### src/rtl/multiword_add_seq.sv
// Multi-word adder sequencer: streams WORDS slices of N bits through one
// ripple-carry adder, chaining the carry between slices through a register.

module rca #(
   parameter int N = 8
) (
   input  logic [N-1:0] A,
   input  logic [N-1:0] B,
   input  logic         Cin,
   output logic [N-1:0] Sum,
   output logic         Cout
);

   always_comb begin
      logic c;
      Sum = '0;
      c   = Cin;
      for (int unsigned i = 0; i < N; i++) begin
         Sum[i] = A[i] ^ B[i] ^ c;
         c      = (A[i] & B[i]) | (c & (A[i] ^ B[i]));
      end
      Cout = c;
   end

endmodule

module multiword_add_seq #(
   parameter int N     = 8,
   parameter int WORDS = 4
) (
   input  logic                 clk,
   input  logic                 reset,
   input  logic                 in_valid,
   output logic                 in_ready,
   input  logic [N*WORDS-1:0]   A,
   input  logic [N*WORDS-1:0]   B,
   input  logic                 Cin,
   output logic                 out_valid,
   input  logic                 out_ready,
   output logic [N*WORDS-1:0]   Sum,
   output logic                 Cout
);

   localparam int W  = N * WORDS;
   localparam int CW = $clog2(WORDS) + 1;

   localparam logic [1:0] IDLE = 2'd0;
   localparam logic [1:0] RUN  = 2'd1;
   localparam logic [1:0] DONE = 2'd2;

   localparam logic [CW-1:0] LAST = CW'(WORDS - 1);

   logic [1:0]    state_q, state_d;
   logic [W-1:0]  opa_q, opa_d;
   logic [W-1:0]  opb_q, opb_d;
   logic [W-1:0]  sum_q, sum_d;
   logic          carry_q, carry_d;
   logic          cout_q, cout_d;
   logic [CW-1:0] cnt_q, cnt_d;

   logic [N-1:0]  slice_sum;
   logic          slice_cout;
   logic [W-1:0]  sum_shift;

   rca #(.N(N)) u_rca (
      .A    (opa_q[N-1:0]),
      .B    (opb_q[N-1:0]),
      .Cin  (carry_q),
      .Sum  (slice_sum),
      .Cout (slice_cout)
   );

   // Each new slice enters at the top so the low slice ends in place after WORDS shifts.
   generate
      if (WORDS == 1) begin : g_single
         assign sum_shift = slice_sum;
      end else begin : g_multi
         assign sum_shift = {slice_sum, sum_q[W-1:N]};
      end
   endgenerate

   always_comb begin
      state_d = state_q;
      opa_d   = opa_q;
      opb_d   = opb_q;
      sum_d   = sum_q;
      carry_d = carry_q;
      cout_d  = cout_q;
      cnt_d   = cnt_q;
      case (state_q)
         IDLE: begin
            if (in_valid) begin
               opa_d   = A;
               opb_d   = B;
               carry_d = Cin;
               cnt_d   = '0;
               state_d = RUN;
            end
         end
         RUN: begin
            sum_d   = sum_shift;
            carry_d = slice_cout;
            opa_d   = opa_q >> N;
            opb_d   = opb_q >> N;
            cnt_d   = cnt_q + CW'(1);
            if (cnt_q == LAST) begin
               cout_d  = slice_cout;
               state_d = DONE;
            end
         end
         DONE: begin
            if (out_ready) begin
               state_d = IDLE;
            end
         end
         default: state_d = IDLE;
      endcase
   end

   always_ff @(posedge clk or posedge reset) begin
      if (reset) begin
         state_q <= IDLE;
         opa_q   <= '0;
         opb_q   <= '0;
         sum_q   <= '0;
         carry_q <= 1'b0;
         cout_q  <= 1'b0;
         cnt_q   <= '0;
      end else begin
         state_q <= state_d;
         opa_q   <= opa_d;
         opb_q   <= opb_d;
         sum_q   <= sum_d;
         carry_q <= carry_d;
         cout_q  <= cout_d;
         cnt_q   <= cnt_d;
      end
   end

   // Cout lives in its own register so a new accept (carry_q <= Cin) leaves the last result intact.
   assign in_ready  = (state_q == IDLE);
   assign out_valid = (state_q == DONE);
   assign Sum       = sum_q;
   assign Cout      = cout_q;

endmodule

### config.mk
export PLATFORM = sky130hd
export DESIGN_NAME = multiword_add_seq
export DESIGN_NICKNAME = d
export VERILOG_FILES = /design/src/rtl/multiword_add_seq.sv
export SDC_FILE = /design/constraint.sdc
export NUM_CORES = 1
export LEC_CHECK = 0
export BUFFER_PORTS_ARGS = -buffer_cell sky130_fd_sc_hd__clkbuf_2
export CORE_AREA = 2 2 125 103
export CTS_CLUSTER_SIZE = 40
export DETAILED_ROUTE_END_ITERATION = 10
export DIE_AREA = 0 0 127 105
export PLACE_DENSITY = 0.72
export SETUP_SLACK_MARGIN = 0.5
export SYNTH_ARGS = -nofsm -noshare
export SYNTH_HDL_FRONTEND = slang
export SYNTH_SLANG_ARGS = --single-unit
### constraint.sdc
create_clock -name clk -period 3.9 [get_ports clk]
set_clock_uncertainty 0.15 [all_clocks]
set_input_delay 0.78 -clock clk [delete_from_list [all_inputs] [get_ports clk]]
set_output_delay 0.78 -clock clk [all_outputs]
set_load 0.005 [all_outputs]
; ---- Yosys cells after proc, flatten, opt, wreduce, memory -nomap -nowiden
; Index checks and enable logic that the tools add are counted.
[op_classes]
addsub = 1
n_eq_ne = 6
muxes = 12
bitwise_logic = 40
n_reduce_logical = 5
[ops]
columns = op, count
row1 = 32-bit one-hot mux with 2 select lines, 2
row2 = 32-bit two-way mux, 2
row3 = 1-bit bitwise AND, 16
row4 = 1-bit XOR, 16
row5 = 1-bit bitwise OR, 8
row6 = 2-bit two-way mux, 3
row7 = 2-bit one-hot mux with 3 select lines, 1
row8 = 3-bit one-hot mux with 2 select lines, 1
row9 = 2-bit != test (second input constant), 2
row10 = 2-bit AND reduction, 2
row11 = 3-bit by 1-bit adder with 3-bit output (second input constant), 1
row12 = 3-bit by 2-bit == test with 1-bit output (second input constant), 1
row13 = 3-bit two-way mux, 1
row14 = 3-bit AND reduction, 1
row15 = 2-bit by 1-bit == test with 1-bit output (second input constant), 1
row16 = 2-bit == test (second input constant), 1
row17 = 2-bit zero test, 1
row18 = 2-bit by 1-bit != test with 1-bit output (second input constant), 1
row19 = 1-bit one-hot mux with 2 select lines, 1
row20 = 2-bit nonzero test, 1
row21 = 1-bit two-way mux, 1
[totals]
register_bits = 103
inputBits = 69
output_inout_bits = 35
word_cells = 71

; ---- Logic depth before layout (Yosys ltp)
[depth]
ltp_word = 18
depth_mapped = 12
mapped_depth_nobuf = 12

; ---- Hierarchy
; From an unflattened synthesis, not the netlist that was laid out.
[unflattened]
cells_unflattened = 494
area_unflattened_um2 = 4823.4
[by_module_without_submodules]
columns = mod, n_inst, cells_each, area_per_inst_um2, seq_area_each_um2
row1 = multiword_add_seq, 1, 476, 4625.7, 2577.5
row2 = rca, 1, 18, 197.7, 0.0

; ---- Worst setup path after synthesis
; OpenSTA, ideal clock, no wires.
[synth_path]
path_kind = register -> register
startpoint = register opa_q[0]
endpoint = register sum_q[31], in the netlist Sum[31]
setup_ps = 76
arrival_time_ps = 3492
required_time_ps = 3674
path_slack_ps = 182
stages_incl_launch_ff = 13
n_path_buf = 0
period_less_slack_ps = 3718
path_cell_list = dfrtp_1 > fa_1 > inv_1 > fa_1 > inv_1 > fa_1 > fa_1 > fa_1 > fa_1 > fa_1 > inv_1 > fa_1 > o21ai_1
[synth_via]
elab_chain_cells = 16
elab_cells_between_ends = 17
cone_classes = bitwise: 17
[synth_rtl]
columns = element, line
row1 = "start, declared", 54  ; logic [W-1:0] opa_q, opa_d;
row2 = "start signal, assigned", 131  ; opa_q <= opa_d;
row3 = 1-bit XOR, 20  ; c = (A[i] & B[i]) | (c & (A[i] ^ B[i]));
row4 = 1-bit bitwise AND, 20
row5 = 1-bit bitwise OR *, 20
row6 = 1-bit bitwise AND *, 20
row7 = 1-bit bitwise OR *, 20
row8 = 1-bit bitwise AND *, 20
row9 = 1-bit bitwise OR *, 20
row10 = 1-bit bitwise AND *, 20
row11 = 1-bit bitwise OR *, 20
row12 = 1-bit bitwise AND *, 20
row13 = 1-bit bitwise OR *, 20
row14 = 1-bit bitwise AND *, 20
row15 = 1-bit bitwise OR *, 20
row16 = 1-bit bitwise AND *, 20
row17 = 1-bit bitwise OR *, 20
row18 = 1-bit XOR *, 19  ; Sum[i] = A[i] ^ B[i] ^ c;
row19 = "end signal, assigned", 133  ; sum_q <= sum_d;
row20 = "end, declared", 56  ; logic [W-1:0] sum_q, sum_d;
; Mark *: on every way between the ends. The rest lies on a longest branch, timed or not.
; A chain may end at the register's enable or synchronous reset.

; ---- Worst setup path in the final report
; Same ends and word-level chain as after synthesis.

==> impl_metrics.env <==
export IMPL_outcome="finished, final reports clean"
export IMPL_use_met2=0.270
export IMPL_ctsHoldBuffers=0
export IMPL_drv_slew=0
export IMPL_grt_met3_usage=0.0430
export IMPL_place_congestion=0.800
export IMPL_grt_max_degree=58
export IMPL_required_ps=4030
export IMPL_synth_adder_area_share=0.0391
export IMPL_nets=639
export IMPL_path_delay_family="adder cells"
export IMPL_tightest_slew_ps=1080
export IMPL_drtAntennaViolNets=0
export IMPL_grt_total_usage=0.182
export IMPL_cp_cell_sequence="fa_2 -> inv_2 -> fa_2 -> inv_2 -> fa_2 -> fa_2 -> fa_2 -> fa_2 -> fa_2 -> inv_2 -> fa_2 -> o21ai_2"
export IMPL_fin_tns_setup_ps=0
export IMPL_cts_root_buf="clkbuf_16"
export IMPL_top_usage_layer="met1"
export IMPL_path_clk_slew_ps=70
export IMPL_post_dp_hpwl_um=8140
export IMPL_start_util=0.395
export IMPL_avgSynthCellArea_um2=9.93
export IMPL_fin_crit_ps=3600
export IMPL_endpoint_kind="flip-flop"
export IMPL_drc=0
export IMPL_arrival_ps=3720
export IMPL_power_mw=4.96
export IMPL_path_max_fanout=2
export IMPL_ys_flop_type="dfrtp_1"
export IMPL_async_reset_ff_frac=1.00
export IMPL_hp_start="Sum[3]"
export IMPL_cts_sinks=103
export IMPL_finalSetupViolCount=0
export IMPL_rows=36
export IMPL_muxShareOfSynthArea=0
export IMPL_wire_per_inst_um=16.6
export IMPL_synth_seq_area_share=0.544
export IMPL_synth_edf_count=0
export IMPL_fin_crit_sh=0.922
export IMPL_drtPass1Iterations=4
export IMPL_grt_pass1_wl_um=19400
export IMPL_vdd_drop_max_mv=0.398
export IMPL_use_met1=0.273
export IMPL_cp_start_kind="flip-flop"
export IMPL_cts_tree="yes"
export IMPL_netlist_instances=477
export IMPL_vias=3860
export IMPL_viasPerCell=5.38
export IMPL_synthXorXnorAreaFrac=0
export IMPL_antenna_found_initial=0
export IMPL_slowest_stage="fa_2"
export IMPL_hold_path_class="flip-flop to flip-flop"
export IMPL_cts_buffers=9
export IMPL_path_class="flip-flop to flip-flop"
export IMPL_h_tree_depth=3
export IMPL_synth_compound_area_frac=0.162
export IMPL_rsz0062_at_grt="true"
export IMPL_path_buf_inv=3
export IMPL_syn_to_final_growth_pct=18.0
export IMPL_port_buffers=103
export IMPL_hold_viol_final=0
export IMPL_p_leak_nw=2.63
export IMPL_maxCapViolations=0
export IMPL_powerDensity_nw_per_um2=887
export IMPL_grt_pass1_vias=3751
export IMPL_die_width_um=127
export IMPL_worstSetupStartpoint="opa_q[0]"
export IMPL_routed_wl_um=11900
export IMPL_drt_iter0_markers=344
export IMPL_io_pins=104
export IMPL_relSlewSlack=0.279
export IMPL_core_region_area_um2=12000
export IMPL_synthDistinctLibCells=28
export IMPL_syn_area_um2=4740
export IMPL_timing_rr_start="opa_q[0]"
export IMPL_clockBufferDepth=2
export IMPL_clk_latency_ps=350
export IMPL_dieArea_um2=13300
export IMPL_synthSimpleGateAreaFrac=0.186
export IMPL_slowest_delay_ps=420
export IMPL_synth_top_family_by_area="simple AND/OR/NAND/NOR gates"
export IMPL_syn_num_nets=556
export IMPL_synth_seq_cells=103
export IMPL_n_antenna_cell=0
export IMPL_die_h_um=105
export IMPL_synth_warnings=0
export IMPL_fmax_ghz=0.278
export IMPL_crit_path_frequent_cell="fa_2"
export IMPL_grt_overflow=0
export IMPL_layout_drive_gt1_share=0.269
[synth_stat cells, drive strengths merged, types with 2 or more instances]
cell type	number	area [µm²]
a21oi	2	10.0
o21ai	21	105
fa	8	160
ha	2	25.0
a22o	8	70.1
o22ai	38	238
dfrtp	103	2580
o32ai	33	289
nor2b	2	12.5
nand2b	4	25.0
nor3b	11	82.6
inv	11	41.3
nor2	47	184
buf	38	270
nand2	103	387
clkbuf	3	11.3
nor3	37	185
[per-stage QoR]
step	hold slack, ps	setup slack, ps	cell area (µm²)	utilization	cells
after global placement	308	208	5260	0.439	700
after global routing	366	219	5590	0.466	717
after CTS	335	291	5580	0.466	717
after floorplan	304	300	4750	-	477
after detailed placement	316	184	5260	0.439	700
final	335	303	5590	0.466	717
[tightest hold or removal path: stages (launching register included)]
cell and delay [ps]:
dfrtp_1 350, nand2_1 50, nand2_1 60
[power breakdown]
part | total, mW | switching [mW] | internal (mW) | leakage (nW)
sequential | 2.06 | 0.481 | 1.58 | 1.26
combinational | 2.00 | 1.14 | 0.860 | 1.23
clock | 0.900 | 0.406 | 0.494 | 0.147
[logic make-up (layout without fill, tap and decap cells)]
| family | after synthesis | after routing |
|---|---|---|
| compound gates | 107 | 107 |
| buf+inv | 52 | 140 |
| flops | 103 | 103 |
| simple gates | 205 | 205 |
| fa+ha+maj | 10 | 10 |
[per-layer routing]
layer	wire, µm	up-vias
met1	5750	1891
met3	606	12
met2	5390	113
met5	0	-
li1	-	1844
met4	146	0
[final timing paths]
kind | cells past startpoint | end | slack, ps
setup / recovery | 12 | Sum[31] | 300
hold / removal | 2 | Sum[3] | 330
setup reg to reg | 12 | Sum[31] | 300
hold reg to reg | 2 | Sum[3] | 330
max in group asynchronous | 3 | state_q[0] | 2230
min in group asynchronous | 2 | opa_q[27] | 470
[state kept, by name, indices dropped and copies added, names as in the netlist]
name     cells
Sum         32
opa_q       32
opb_q       32
cnt_q        3
state_q      2
Cout         1
carry_q      1
[cell type report]
| type | count | area (µm²) |
|---|---|---|
| clock inverter | 4 | 36.3 |
| sequential | 103 | 2580 |
| inverter | 11 | 45.0 |
| fill | 1138 | 6390 |
| multi-input combinational | 322 | 1870 |
| tap | 152 | 190 |
| timing repair buffer | 113 | 603 |
| clock buffer | 12 | 267 |
[cell usage in the layout (no fill, tap or decap), drive strengths merged]
cell        n
a21oi       2
a221oi      1
a22o        8
a31oi       1
buf        10
clkbuf    115
clkinv      1
clkinvlp    2
dfrtp     103
fa          8
ha          2
inv        12
nand2     103
nand2b      4
nor2       47
nor2b       2
nor3       37
nor3b      11
o21ai      21
o21ba       1
o21bai      1
o22ai      38
o31ai       1
o32ai      33
or2         1
[timing repair]
action | CTS | global route
setup endpoints to repair | 3 | 4
setup buffers | 1 | 0
pin swaps | 2 | 2
resized for setup | 7 | 3
Note: power is estimated with default switching activity, not from simulation.
